File: src/rtl/xctcmsg_piton_noc_tx_arb.sv
// Round-robin transmit arbiter and flit serializer for one OpenPiton NoC output port.
// Optional: define XCTCMSG_NOC_TX_LENGTH_FORCE_EN to overwrite the header length field on latch.
module xctcmsg_piton_noc_tx_arb #(
   parameter int NUM_REQ       = 2,
   parameter int FLIT_WIDTH    = 64,
   parameter int PAYLOAD_FLITS = 2,
   localparam int NOC_WIDTH    = FLIT_WIDTH * (PAYLOAD_FLITS + 1),
   localparam int ID_W         = $clog2(NUM_REQ),
   localparam int CNT_W        = $clog2(PAYLOAD_FLITS + 1)
) (
   input  logic                                clk_i,
   input  logic                                rst_i,
   input  logic [NUM_REQ-1:0]                  req_valid_i,
   output logic [NUM_REQ-1:0]                  req_ready_o,
   input  logic [NUM_REQ-1:0][NOC_WIDTH-1:0]   req_msg_i,
   output logic                                noc_valid_o,
   input  logic                                noc_ready_i,
   output logic [FLIT_WIDTH-1:0]               noc_data_o,
   output logic [ID_W-1:0]                     grant_id_o,
   output logic                                busy_o
);

   // Message layout: header in the top flit, payload below it with the low word first on the wire.
   localparam int HDR_LSB = NOC_WIDTH - FLIT_WIDTH;
   localparam int LEN_LSB = HDR_LSB + 22;
   localparam logic [CNT_W-1:0] LAST_CNT = CNT_W'(PAYLOAD_FLITS);

   typedef enum logic {
      IDLE = 1'b0,
      SEND = 1'b1
   } state_e;

   state_e                 state_q, state_d;
   logic [ID_W-1:0]        rr_ptr_q, rr_ptr_d;
   logic [ID_W-1:0]        grant_id_q, grant_id_d;
   logic [CNT_W-1:0]       flit_cnt_q, flit_cnt_d;
   logic [NOC_WIDTH-1:0]   msg_q, msg_d;
   logic                   msg_load;
   logic                   found;
   logic [ID_W-1:0]        winner;
   logic [NUM_REQ-1:0]     ready_onehot;
   logic [FLIT_WIDTH-1:0]  flit_data;

   // Two passes give the rotating priority: indices above rr_ptr first, then wrap to 0..rr_ptr.
   always_comb begin
      found        = 1'b0;
      winner       = '0;
      ready_onehot = '0;
      for (int i = 0; i < NUM_REQ; i++) begin
         if (!found && (i > int'(rr_ptr_q)) && req_valid_i[i]) begin
            found  = 1'b1;
            winner = ID_W'(i);
         end
      end
      for (int i = 0; i < NUM_REQ; i++) begin
         if (!found && (i <= int'(rr_ptr_q)) && req_valid_i[i]) begin
            found  = 1'b1;
            winner = ID_W'(i);
         end
      end
      if (found) begin
         ready_onehot[winner] = 1'b1;
      end
   end

   always_comb begin
      flit_data = msg_q[HDR_LSB +: FLIT_WIDTH];
      for (int k = 1; k <= PAYLOAD_FLITS; k++) begin
         if (flit_cnt_q == CNT_W'(k)) begin
            flit_data = msg_q[(k-1)*FLIT_WIDTH +: FLIT_WIDTH];
         end
      end
   end

   always_comb begin
      state_d     = state_q;
      rr_ptr_d    = rr_ptr_q;
      grant_id_d  = grant_id_q;
      flit_cnt_d  = flit_cnt_q;
      msg_load    = 1'b0;
      req_ready_o = '0;
      noc_valid_o = 1'b0;
      noc_data_o  = '0;
      busy_o      = 1'b0;
      case (state_q)
         IDLE: begin
            // Masked during reset so no requester sees an accept that the flops will ignore.
            if (!rst_i) begin
               req_ready_o = ready_onehot;
            end
            if (found) begin
               msg_load   = 1'b1;
               rr_ptr_d   = winner;
               grant_id_d = winner;
               flit_cnt_d = '0;
               state_d    = SEND;
            end
         end
         SEND: begin
            noc_valid_o = 1'b1;
            busy_o      = 1'b1;
            noc_data_o  = flit_data;
            if (noc_ready_i) begin
               if (flit_cnt_q == LAST_CNT) begin
                  flit_cnt_d = '0;
                  state_d    = IDLE;
               end else begin
                  flit_cnt_d = flit_cnt_q + CNT_W'(1);
               end
            end
         end
         default: state_d = IDLE;
      endcase
   end

   always_comb begin
      msg_d = msg_q;
      if (msg_load) begin
         msg_d = req_msg_i[winner];
`ifdef XCTCMSG_NOC_TX_LENGTH_FORCE_EN
         msg_d[LEN_LSB +: 8] = 8'(PAYLOAD_FLITS);
`endif
      end
   end

   always_ff @(posedge clk_i or posedge rst_i) begin
      if (rst_i) begin
         state_q    <= IDLE;
         rr_ptr_q   <= ID_W'(NUM_REQ - 1);
         grant_id_q <= '0;
         flit_cnt_q <= '0;
      end else begin
         state_q    <= state_d;
         rr_ptr_q   <= rr_ptr_d;
         grant_id_q <= grant_id_d;
         flit_cnt_q <= flit_cnt_d;
      end
   end

   // Message holding register carries no reset; it is only observable while in SEND.
   always_ff @(posedge clk_i) begin
      msg_q <= msg_d;
   end

   assign grant_id_o = grant_id_q;

endmodule

File: config.mk
export PLATFORM = sky130hd
export DESIGN_NAME = xctcmsg_piton_noc_tx_arb
export DESIGN_NICKNAME = d
export VERILOG_FILES = /design/src/rtl/xctcmsg_piton_noc_tx_arb.sv
export SDC_FILE = /design/constraint.sdc
export NUM_CORES = 1
export LEC_CHECK = 0
export CELL_PAD_IN_SITES_DETAIL_PLACEMENT = 1
export CELL_PAD_IN_SITES_GLOBAL_PLACEMENT = 1
export CORE_AREA = 2 2 177 179
export CTS_BUF_LIST = sky130_fd_sc_hd__clkbuf_2 sky130_fd_sc_hd__clkbuf_4 sky130_fd_sc_hd__clkbuf_8
export CTS_CLUSTER_SIZE = 16
export DETAILED_ROUTE_END_ITERATION = 8
export DIE_AREA = 0 0 179 181
export DONT_BUFFER_PORTS = 1
export MAX_ROUTING_LAYER = met4
export PLACE_DENSITY_LB_ADDON = 0.1
export SYNTH_ARGS = -nofsm -noshare
export SYNTH_HDL_FRONTEND = slang
export SYNTH_SLANG_ARGS = --single-unit
export TNS_END_PERCENT = 10
File: constraint.sdc
create_clock -name clk_i -period 11.1 [get_ports clk_i]
set_clock_uncertainty 0.1 [all_clocks]
set_input_delay 2.22 -clock clk_i [delete_from_list [all_inputs] [get_ports clk_i]]
set_output_delay 2.22 -clock clk_i [all_outputs]
set_load 0.01 [all_outputs]
======== Word-level counts from Yosys, hierarchy flattened ========
Cells that the tools add are included.
word-level totals
  bits in read-only memories .............. 0
  RAM bits ................................ 0
  memories ................................ 0
  logic and storage cells ................. 49
  register bits ........................... 197
  bits in latches ......................... 0
operators by class
  bitwise gates (word level) .............. 1
  mux-type cells .......................... 25
  add/sub/neg operators ................... 1
  reductions and logical operators ........ 9
  $mul .................................... 0
  equality and inequality tests ........... 4
  magnitude comparators ................... 4
  div/mod/pow operators ................... 0
  shifts and indexed selects .............. 0
operators by type and width
  kind                                                       number
  2-to-1 mux 192 bit                                         2
  2-to-1 mux 64 bit                                          3
  2-to-1 mux 2 bit                                           6
  2-to-1 mux 1 bit                                           11
  logical AND 1 bit                                          5
  != test 2 bit (second input constant)                      2
  one-hot mux 2 bit (2 select lines)                         1
  AND reduction 2 bit                                        2
  adder 2 x 1 -> 2 bit (second input constant)               1
  equality test 2 x 1 -> 1 bit (second input constant)       1
  equality test 2 bit (second input constant)                1
  logical NOT 1 bit                                          2
  < comparator 1 x 2 -> 1 bit (second input constant)        1
  one-hot mux 1 bit (2 select lines)                         1
  demux 1 bit (select 1 bit)                                 1
  greater-or-equal comparator 1 bit (second input constant)  1
  > comparator 1 bit (first input constant)                  1
  <= comparator 1 bit (first input constant)                 1
  NOT 1 bit                                                  1

======== Longest topological paths before layout ========
  depth after elaboration ................. 17
  gate-level depth with buffers ........... 5
  gate-level depth less buffers ........... 2

======== Least setup slack after synthesis ========
OpenSTA, ideal clock, no wires.
  path type ............................... input port to flip-flop
  from .................................... input req_valid_i[1]
  to ...................................... register msg_q[0] (enable)
  stages on the path ...................... 2
  setup time .............................. 754 ps
  data arrival time ....................... 10,317 ps
  path slack .............................. -71 ps
  cells stage by stage .................... nor2_1 -> nor2_1
on the way
  longest elaborated chain between the ends .. 11
ends and longest elaborated chain
  item                            RTL line  text
  start: declaration              13        input logic [NUM_REQ-1:0] req_valid_i,
  logical AND 1 bit               50        if (!found && (i > int'(rr_ptr_q)) && req_valid_i[i]) begin
  2-to-1 mux 1 bit                50
  logical NOT 1 bit               56        if (!found && (i <= int'(rr_ptr_q)) && req_valid_i[i]) begin
  logical AND 1 bit               56
  2-to-1 mux 1 bit                56
  logical NOT 1 bit               56
  logical AND 1 bit (2 in a row)  56
  2-to-1 mux 1 bit *              56
  2-to-1 mux 1 bit *              91        if (found) begin
  2-to-1 mux 1 bit *              85        case (state_q)
  net msg_load                    38        logic msg_load;
  end signal: assignment          142       msg_q <= msg_d;
  end: declaration                37        logic [NOC_WIDTH-1:0] msg_q, msg_d;
The timed path passes the listed nets; every way through them passes the cells marked *.
A chain may end at the register's enable or synchronous reset.

======== Worst setup path after layout ========
  from .................................... register state_q
  to ...................................... output noc_data_o[27]
on the way
  longest elaborated chain between the ends .. 1
ends and longest elaborated chain
  item                      RTL line  text
  start: declaration        33        state_e state_q, state_d;
  start signal: assignment  133       state_q <= state_d;
  2-to-1 mux 64 bit         85
  end: declaration          18        output logic [FLIT_WIDTH-1:0] noc_data_o,
No other way between the ends.

==> summary.md <==
| Metric | Value |
|---|---|
| Final Max Slew Viols | `0` |
| IO Pins | `458` |
| RSZ-0062 raised after global routing | `no` |
| CP max stage delay | `810 ps` |
| Hold_sp | `rr_ptr_q` |
| Total GRT Usage | `0.159` |
| Outcome | `finished, final reports clean` |
| # DRC | `0` |
| Critical path arrival | `2890 ps` |
| Syn_nets | `1045` |
| GR Layer Usage met3 | `0.0497` |
| Launching point of the worst reg2reg path | `rr_ptr_q` |
| Die width | `179 um` |
| Largest net degree at the start of global routing | `193` |
| Peak supply drop | `175 uV` |
| Skew-Pair Late Insertion Delay | `490 ps` |
| Finished Core Util | `0.361` |
| Top FF cell, synth | `edfxtp_1` |
| Die Area | `32400 sq um` |
| First-pass GRT wire length | `36200 um` |
| Hold EP | `rr_ptr_q` |
| Pleak | `3.47 nW` |
| Number of post-CTS setup repair buffers | `0` |
| Vias | `5553` |
| Critical path class | `flop to primary output` |
| Reg-to-Reg End | `msg_q[60]` |
| Vias in the first global route | `6162` |
| Syn avg cell area | `15.9 sq um` |
| Post-synthesis sequential area ratio | `0.567` |
| Mapped Cells | `656` |
| Area Overhead vs Synth | `5.43%` |
| Port bufs | `0` |
| WP buf/inv | `1` |
| CTS tree | `yes` |
| Footprint of the multi-input gates | `4020 sq um` |
| Crit. End Element | `primary output` |
| Period utilization | `0.470` |
| Nets | `1020` |
| Post-CTS sizing | `0` |
| Slew HR | `0.0986` |
| Hold-fix buffers, CTS | `0` |
| Post-synthesis cell type count | `29` |
| WHS Path Cells | `1` |
| Placed wire-length estimate | `18400 um` |
| Top delay family on crit path | `flip-flops` |
| H-tree level count | `4` |
| Minimum clock period | `5210 ps` |
| 1st-iter DRT viols | `354` |
| Cell Pwr Density | `227 nW/um^2` |
| Num rows | `64` |
| Synth cell count leaders | `edfxtp_1, mux2_1, mux2i_1` |
| Layout cell share with drive strength beyond 1 | `0.146` |
| Clock Sinks | `197` |
| Drt first pass iters | `4` |
| Type of the tightest min-delay check | `flop to flop` |
| Slowest cell on crit path | `dfrtp_1` |
| Post-synth EDFFs | `192` |
| Max Clk Rate | `0.192 GHz` |
| Vias/cell | `5.34` |
| Met1 usage | `0.169` |
| DRT antenna net count | `0` |
| Initial antenna violation count | `1` |
| Critical-path maximum fanout | `35` |
| Initial core utilization | `0.343` |
| Fillers | `3077` |
| Cell Area, Synth | `10400 sq um` |
| Synth Register Bits | `197` |
| Cell accounting for the most synthesized area | `edfxtp_1` |
| Reg2Reg Setup Slack | `8190 ps` |
| Drt wl/cell | `24.5 um` |
| Die Ht | `181 um` |
| Worst path required time | `8780 ps` |
| Root Buffer Master | `clkbuf_8` |
| Gpl congestion | `0.731` |
| Crit-path cells | `nand2b_2 > buf_4 > o22ai_1` |
| Final WL | `25500 um` |
| Dpl ws | `5950 ps` |
| Fin worst setup slack | `5890 ps` |
| Max-Cap Viols | `0` |
| CTS Buffer Depth | `2` |
| Sequential cell area | `5900 sq um` |
| GRT overflow | `0` |
| Area fraction of the dominant cell type after synthesis | `0.554` |
| Post-synth ARST share | `0.0254` |
| Met2 Usage GRT | `0.279` |
| GR peak layer | `met2` |
| Library cell with the highest instance count after synthesis | `edfxtp_1` |
| Worst-path clk slew | `100 ps` |
| TritonCTS Buffers | `17` |
| Core ar. | `30300 sq um` |
| Hold Vio Cnt, Final | `0` |
| R2r worst-path depth | `3` |
| Worst slew pin tran | `1350 ps` |
| Final TNS setup | `0 ps` |
| Setup violations, final | `0` |
| ANT cells | `0` |
| Ys Warns | `0` |
| Crit start category | `flop` |
| Dominant cells by area after synthesis | `edfxtp_1, mux2_1, mux2i_1` |
-- registers in the layout (all words and copies together) (netlist names) --
signal,cells
state_q,1
rr_ptr_q,1
grant_id_o,1
flit_cnt_q,2
msg_q,192
-- worst register-to-register path, cell delays in order, from the launching register on --
cell and delay [ps]:
dfstp_2 410, a21boi_4 600, buf_4 940, mux2_1 580
-- cells by family after synthesis --
family	share of synthesized area
mux	0.332
buf+inv	0.0485
compound gates	0.0434
flops	0.567
simple gates	0.00939
-- report_power, final --
group / switching (mW) / internal, mW / leakage, nW
Combinational: 0.584 / 0.333 / 1.43
Clock: 0.259 / 0.290 / 0.240
Sequential: 0.0599 / 0.959 / 1.80
-- per-stage QoR --
stage / area (sq um) / instances / hold slack (ps) / total power [mW]
floorplan: 10400 / 656 / 393 / 1.80
global placement: 10500 / 1008 / 403 / 1.96
detailed placement: 10500 / 1008 / 440 / 1.98
CTS: 11000 / 1040 / 457 / 2.54
global route: 11000 / 1040 / 475 / 2.63
finish: 11000 / 1040 / 448 / 2.48
-- placed cells by master, fill, tap and decap left out, drive strengths merged --
| master | instances |
|---|---|
| dfrtp | 4 |
| edfxtp | 192 |
| clkinvlp | 1 |
| a41oi | 1 |
| mux2i | 129 |
| inv | 4 |
| clkinv | 4 |
| and2 | 1 |
| nand2 | 1 |
| or2b | 1 |
| and3 | 1 |
| a211o | 2 |
| and4b | 1 |
| dfstp | 1 |
| nor2 | 2 |
| clkbuf | 21 |
| and3b | 2 |
| nor3 | 2 |
| nor4bb | 1 |
| bufinv | 5 |
| a21boi | 1 |
| o22ai | 65 |
| buf | 7 |
| mux2 | 192 |
| nand2b | 2 |
| nor2b | 1 |
-- layout make-up --
type / instances / area share
Tap cell: 396 / 0.0452
Inverter: 3 / 0.00103
Sequential cell: 197 / 0.538
Multi-Input combinational cell: 405 / 0.366
Timing Repair Buffer: 7 / 0.00593
Clock inverter: 11 / 0.0180
Clock buffer: 21 / 0.0258
-- layer usage --
metal / routed length (um) / share of wire
met5: 0 / 0
met1: 9780 / 0.38
met4: 448 / 0.018
met3: 1790 / 0.070
met2: 13500 / 0.53
-- worst max path at each step --
| stage | startpoint | end | cells after the start |
|---|---|---|---|
| 2_1_floorplan | req_valid_i[1] | msg_q[0] | 2 |
| 3_3_place_gp | req_valid_i[1] | req_ready_o[1] | 2 |
| 3_5_place_dp | req_valid_i[1] | req_ready_o[1] | 2 |
| 4_1_cts | state_q | noc_data_o[32] | 3 |
| 5_1_grt | state_q | noc_data_o[41] | 3 |
| 6_report | state_q | noc_data_o[27] | 3 |
Power figures use the tool's default switching activity.
